`src/rtl/cpu_types_pkg.sv`:
```
// Shared CPU types: MEM FSM state, SC result codes, EX/MEM bundle.
// Imported by ex_mem_stage and link_reg.
package cpu_types_pkg;

  typedef enum logic {
    IDLE = 1'b0,
    REQ  = 1'b1
  } mem_state_t;

  localparam logic [31:0] SC_SUCCESS = 32'd1;
  localparam logic [31:0] SC_FAIL    = 32'd0;

  typedef struct packed {
    logic        regwrite;
    logic [1:0]  memtoreg;
    logic        ren;
    logic        wen;
    logic        atomic;
    logic        halt;
    logic [31:0] aluout;
    logic [31:0] storedata;
    logic [4:0]  wsel;
    logic [31:0] npc;
    logic [31:0] imemload;
    logic [31:0] sc_result;
  } ex_mem_t;

endpackage

```
`src/rtl/link_reg.sv`:
```
// LL/SC link register with set, clear and address-match ports.
// Ports: set/set_addr, clr, snoop_inv/snoop_addr, wr_done/wr_addr, match_addr -> match, valid, addr.
module link_reg
  import cpu_types_pkg::*;
(
  input  logic        CLK,
  input  logic        nRST,
  input  logic        set,
  input  logic [31:0] set_addr,
  input  logic        clr,
  input  logic        snoop_inv,
  input  logic [31:0] snoop_addr,
  input  logic        wr_done,
  input  logic [31:0] wr_addr,
  input  logic [31:0] match_addr,
  output logic        match,
  output logic        valid,
  output logic [31:0] addr
);

  logic        v_q;
  logic [31:0] a_q;
  logic        v_b;
  logic [31:0] a_b;
  logic        v_n;

  // v_b/a_b: link after this edge's LL set and address-based kills.
  // Address kills are checked against the new address so a snoop
  // racing an LL to the same line wins.
  always_comb begin
    v_b = set ? 1'b1 : v_q;
    a_b = set ? set_addr : a_q;
    if (snoop_inv && (snoop_addr == a_b)) v_b = 1'b0;
    if (wr_done && (wr_addr == a_b))      v_b = 1'b0;
  end

  // match sees the forwarded link so an SC right behind its LL works;
  // clr (SC done/fail) is applied after to avoid a loop through match.
  assign match = v_b && (a_b == match_addr);
  assign v_n   = v_b & ~clr;

  always_ff @(posedge CLK or negedge nRST) begin
    if (!nRST) begin
      v_q <= 1'b0;
      a_q <= '0;
    end else begin
      v_q <= v_n;
      a_q <= a_b;
    end
  end

  assign valid = v_q;
  assign addr  = a_q;

endmodule

```
`src/rtl/ex_mem_stage.sv`:
```
// EX/MEM pipeline register plus D-cache request FSM and LL/SC support.
// Ports: EX inputs, cache request/response + snoop, WB outputs, mem_stall.
module ex_mem_stage
  import cpu_types_pkg::*;
(
  input  logic        CLK,
  input  logic        nRST,
  input  logic        regwrite,
  input  logic [1:0]  memtoreg,
  input  logic        dmemREN_req,
  input  logic        dmemWEN_req,
  input  logic        datomic,
  input  logic        halt,
  input  logic [31:0] aluout,
  input  logic [31:0] storedata,
  input  logic [4:0]  wsel,
  input  logic [31:0] NPC,
  input  logic [31:0] imemload,
  input  logic        flush,
  output logic        dmemREN,
  output logic        dmemWEN,
  output logic [31:0] dmemaddr,
  output logic [31:0] dmemstore,
  input  logic        dhit,
  input  logic [31:0] dmemload,
  input  logic        snoop_inv,
  input  logic [31:0] snoop_addr,
  output logic        regwrite_out,
  output logic [1:0]  memtoreg_out,
  output logic [4:0]  wsel_out,
  output logic [31:0] aluout_out,
  output logic [31:0] dmemload_out,
  output logic [31:0] sc_result,
  output logic        halt_out,
  output logic [31:0] NPC_out,
  output logic [31:0] imemload_out,
  output logic        mem_stall
);

  mem_state_t state;
  mem_state_t state_n;
  ex_mem_t    q;
  ex_mem_t    d;

  logic done;
  logic is_sc;
  logic sc_ok;
  logic sc_fail;
  logic start;
  logic lk_match;
  logic lk_valid;
  logic [31:0] lk_addr;

  assign done      = (state == REQ) & dhit;
  assign mem_stall = (state == REQ) & ~dhit;

  assign is_sc = dmemWEN_req & datomic;
  assign sc_ok = is_sc & lk_match & ~q.halt;

  // A failing SC never reaches the cache; it only kills the link.
  assign sc_fail = ~mem_stall & ~flush & is_sc & ~sc_ok;

  assign start = ~flush & ~q.halt &
    (dmemREN_req | (dmemWEN_req & ~datomic) | sc_ok);

  always_comb begin
    d = '0;
    if (!flush) begin
      d.regwrite  = regwrite;
      d.memtoreg  = memtoreg;
      d.ren       = dmemREN_req & start;
      d.wen       = dmemWEN_req & start;
      d.atomic    = datomic;
      d.halt      = halt;
      d.aluout    = aluout;
      d.storedata = storedata;
      d.wsel      = wsel;
      d.npc       = NPC;
      d.imemload  = imemload;
      d.sc_result = sc_ok ? SC_SUCCESS : SC_FAIL;
    end
  end

  always_comb begin
    state_n = state;
    if (!mem_stall) state_n = start ? REQ : IDLE;
  end

  always_ff @(posedge CLK or negedge nRST) begin
    if (!nRST) begin
      state <= IDLE;
      q     <= '0;
    end else begin
      state <= state_n;
      if (!mem_stall) q <= d;
    end
  end

  link_reg u_link (
    .CLK        (CLK),
    .nRST       (nRST),
    .set        (done & q.ren & q.atomic),
    .set_addr   (q.aluout),
    .clr        ((done & q.wen & q.atomic) | sc_fail),
    .snoop_inv  (snoop_inv),
    .snoop_addr (snoop_addr),
    .wr_done    (done & q.wen),
    .wr_addr    (q.aluout),
    .match_addr (aluout),
    .match      (lk_match),
    .valid      (lk_valid),
    .addr       (lk_addr)
  );

  assign dmemREN      = (state == REQ) & q.ren;
  assign dmemWEN      = (state == REQ) & q.wen;
  assign dmemaddr     = q.aluout;
  assign dmemstore    = q.storedata;
  assign regwrite_out = q.regwrite;
  assign memtoreg_out = q.memtoreg;
  assign wsel_out     = q.wsel;
  assign aluout_out   = q.aluout;
  assign dmemload_out = dmemload;
  assign sc_result    = q.sc_result;
  assign halt_out     = q.halt;
  assign NPC_out      = q.npc;
  assign imemload_out = q.imemload;

endmodule

```
`config.mk`:
```
export PLATFORM = sky130hd
export DESIGN_NAME = ex_mem_stage
export DESIGN_NICKNAME = d
export VERILOG_FILES = /design/src/rtl/cpu_types_pkg.sv /design/src/rtl/link_reg.sv /design/src/rtl/ex_mem_stage.sv
export SDC_FILE = /design/constraint.sdc
export NUM_CORES = 1
export LEC_CHECK = 0
export ABC_CLOCK_PERIOD_IN_PS = 3500
export BUFFER_PORTS_ARGS = -buffer_cell sky130_fd_sc_hd__buf_2
export CAP_MARGIN = 15
export CORE_ASPECT_RATIO = 1.1
export CORE_MARGIN = 2
export CORE_UTILIZATION = 30
export DETAILED_ROUTE_END_ITERATION = 12
export GPL_TIMING_DRIVEN = 0
export HOLD_SLACK_MARGIN = 0.15
export SYNTH_ARGS = -nofsm -noshare
export SYNTH_HDL_FRONTEND = slang
export SYNTH_SLANG_ARGS = --single-unit
```
`constraint.sdc`:
```
create_clock -name CLK -period 3.5 [get_ports CLK]
set_clock_uncertainty 0.1 [all_clocks]
set_input_delay 0.35 -clock CLK [delete_from_list [all_inputs] [get_ports CLK]]
set_output_delay 0.35 -clock CLK [all_outputs]
set_load 0.02 [all_outputs]
```
==> key figures <==
Status
  • Status: finished with violations
  • Failing checks: setup timing

Worst setup path
  • Worst endpoint required time: 3740 ps
  • Crit Path Class: reg -> reg
  • Startpoint types: register
  • Cells on worst reg2reg path: 9
  • Worst R2R End: q[167]
  • CP startpoint: q[166]
  • Crit path to: q[167]
  • Worst reg-to-reg setup slack: -9 ps
  • Critical Path Fanout Max: 10
  • Crit. End Element: register
  • Crit path arrival time: 3750 ps
  • Worst reg2reg path startpoint: q[166]

Final layout
  • Count of non-filler cells in the finished layout: 2280
  • Fillers: 3540
  • Syn-to-layout area delta: 43.2%
  • Share of layout cells above drive strength 1: 36.9%
  • # nets final: 1995
  • # diodes: 0

CTS
  • Clock latency on the worst-skew pair: 450 ps
  • Clock buffer depth: 2
  • Root buffer cell: clkbuf_16
  • Inserted Clock Buffers: 17
  • CTS tree: yes
  • Clock-pin slew on the worst setup and hold paths: 80 ps
  • Clock sink count: between 150 and 200
  • H-tree depth: 4
  • Post-CTS setup buffer count: 0

Synth
  • Main flop type after synthesis: dfrtp_1
  • Most frequent cell after synthesis: nand2_1
  • Number of synthesized flops with an enable pin: 0
  • Syn_area_per_cell: 8.79 um^2
  • Gate count of the mapped netlist: ~1.2k
  • Synth area leaders: dfrtp_1 (41%), buf_4 (16%), nand2_1 (9.9%)
  • Seq/Total Area, Yosys: 40.8%
  • Synth warn: 0
  • Synth unique cells: 58
  • Area leader, netlist: dfrtp_1
  • Synth cell count leaders: nand2_1 (283), buf_4 (232), dfrtp_1 (175), nand3b_1 (127), inv_1 (69)
  • Ys async rst share: 100%
  • Synth Register Bits: 175
  • Synth top area share: between 40 and 50%
  • Cell area after synthesis: 0.0107 mm^2

Placement
  • Inst Count DP: around 2.1k
  • Final GP Congestion: 0.984
  • Post-DP HPWL: 32500 um
  • Port Buffers: 381

STA
  • Hold Fails Final Rpt: 0
  • Slew headroom: 34.3%
  • Min Tclk post-route: about 3500 ps
  • RSZ-0062 raised after global routing: false
  • Worst-Margin Slew: 960 ps
  • Max frequency: between 200 and 300 MHz
  • Fin crit share: 100%
  • Final setup violation count: 1
  • Setup slack after layout: -9.25 ps
  • Final count of pins violating max slew: 0

Pwr
  • Peak supply drop: roughly 0.33 mV
  • PwrDens: 422 mW/mm^2
  • Static Leakage: 8.23 nW
  • Total power: 0.00649 W

Die
  • Die X: 184 um
  • Die height: 202 um
  • Core ar.: about 0.035 mm^2
  • Die ar.: 0.0373 mm^2
  • IO Count: 445
  • Effective utilization at floorplan: between 30% and 40%
  • # rows: 72

GRT
  • Largest net degree at the start of global routing: approximately 110
  • First-pass GRT wire length: 62700 um
  • GR Overflow Total: 0
  • Initial antenna violation count: 2
  • Vias in the first global route: about 10k
  • GRT Util Overall: 22.6%

Detailed routing
  • Detailed-route via count: about 10k
  • Vias/cell: ~4.5
  • Remaining DRCs: 0
  • First DRT Iteration DRCs: 630
  • DRT Pass-1 Iters: 7
  • ANT nets after route: 0
  • Post-DR wirelength/cell: 18.7 um
  • Total Wirelength: 42500 um

Hold path
  • Hold Path Class: in -> reg

Job
  • Max Cap Viol: 0
==> cell families after synthesis <==
| family | share of synthesized area [%] |
|---|---|
| flops | 40.8 |
| simple gates | 22.3 |
| other cells | 0.0349 |
| mux | 1.33 |
| compound gates | 8.87 |
| buf+inv | 20.9 |
| xor+xnor | 5.79 |
==> flip-flops by register name (all words and copies together), names as in the netlist <==
name / count
NPC_out: 32
aluout_out: 32
dmemstore: 32
imemload_out: 32
u_link.addr: 32
wsel_out: 5
q: 3
memtoreg_out: 2
halt_out: 1
regwrite_out: 1
sc_result: 1
state: 1
u_link.valid: 1
==> layer usage <==
metal	track usage [%]	routed length (um)	share of wire (%)	vias up
met1	26.9	17000	40	4907
met2	38.7	20800	49	448
met4	10.4	1750	4.1	2
met3	5.03	2970	7.0	72
met5	0	7	0.016	-
li1	-	-	-	4912
==> critical path, stage by stage (launching register included) <==
cell and delay (ps):
dfrtp_1 450, nand4_4 220, buf_2 350, nand3_1 110
a2111oi_0 830, a21oi_1 120, nor4_2 410, a21oi_1 210
a311o_1 310, a32o_2 260
==> cells in the final DEF, fill, tap and decap left out, types with 5 or more instances in the layout <==
cell type      instances
o31ai_1               12
dlygate4sd3_1        134
nor4_1                 9
dfrtp_1              175
nand3b_1             127
o221ai_1               6
nor2b_1                5
buf_4                232
nand3_1                6
conb_1                31
buf_2                382
clkbuf_16             17
o22ai_1               22
mux2i_1               12
o21ai_0               24
a2111oi_0              5
a21oi_1               12
clkbuf_1              54
nand2b_1               5
nand4_1                5
inv_1                 69
a22oi_1                5
a221oi_1               6
xor2_1                36
nand2_1              283
o2bb2ai_1              8
nor3_1                 8
xnor2_1               35
==> how the worst min path moves through the flow <==
stage | startpoint | endpoint | depth (start not counted)
detailed placement | nRST | dmemstore[30] | 1
global placement | NPC_out[8] | NPC_out[8] | 2
floorplan | nRST | NPC_out[0] | 0
global route | aluout[18] | aluout_out[18] | 3
CTS | aluout[2] | aluout_out[2] | 3
finish | aluout[31] | aluout_out[31] | 3
==> stage by stage <==
stage	cell area, um^2	utilization (%)	setup TNS, ps	worst slack [ps]	hold slack (ps)
floorplan	10900	-	0	757	-45.6
global placement	13400	37.9	-195950	-1140	352
detailed placement	13400	38.0	-63.5	-63.5	240
CTS	15400	43.6	0	54.8	162
global route	15400	43.7	0	16.3	186
finish	15400	43.7	-9.25	-9.25	191
==> layout make-up <==
cell class,count,area [um^2],area share (%)
multi-input combinational,715,4250,27.6
buffer,292,1980,12.9
clock buffer,18,439,2.86
timing repair buffer,516,3290,21.4
clock inverter,14,179,1.16
tap,481,602,3.91
sequential,175,4380,28.5
inverter,69,259,1.68
==> what timing repair did <==
item / CTS / global route
hold buffers: 134 / 0
hold endpoints to repair: 200 / 0
resized for setup: 1 / 4
setup endpoints to repair: 1 / 1
==> where the power goes <==
| group | internal, W | total [W] | leakage [nW] | switching (W) |
|---|---|---|---|---|
| registers | 0.00223 | 0.00249 | 2.27 | 0.000264 |
| clock network | 0.00115 | 0.00205 | 0.294 | 0.000896 |
| logic | 0.000864 | 0.00194 | 5.67 | 0.00108 |
| total | 0.00425 | 0.00649 | 8.23 | 0.00224 |
No activity file was read; power rests on OpenSTA's default activity.
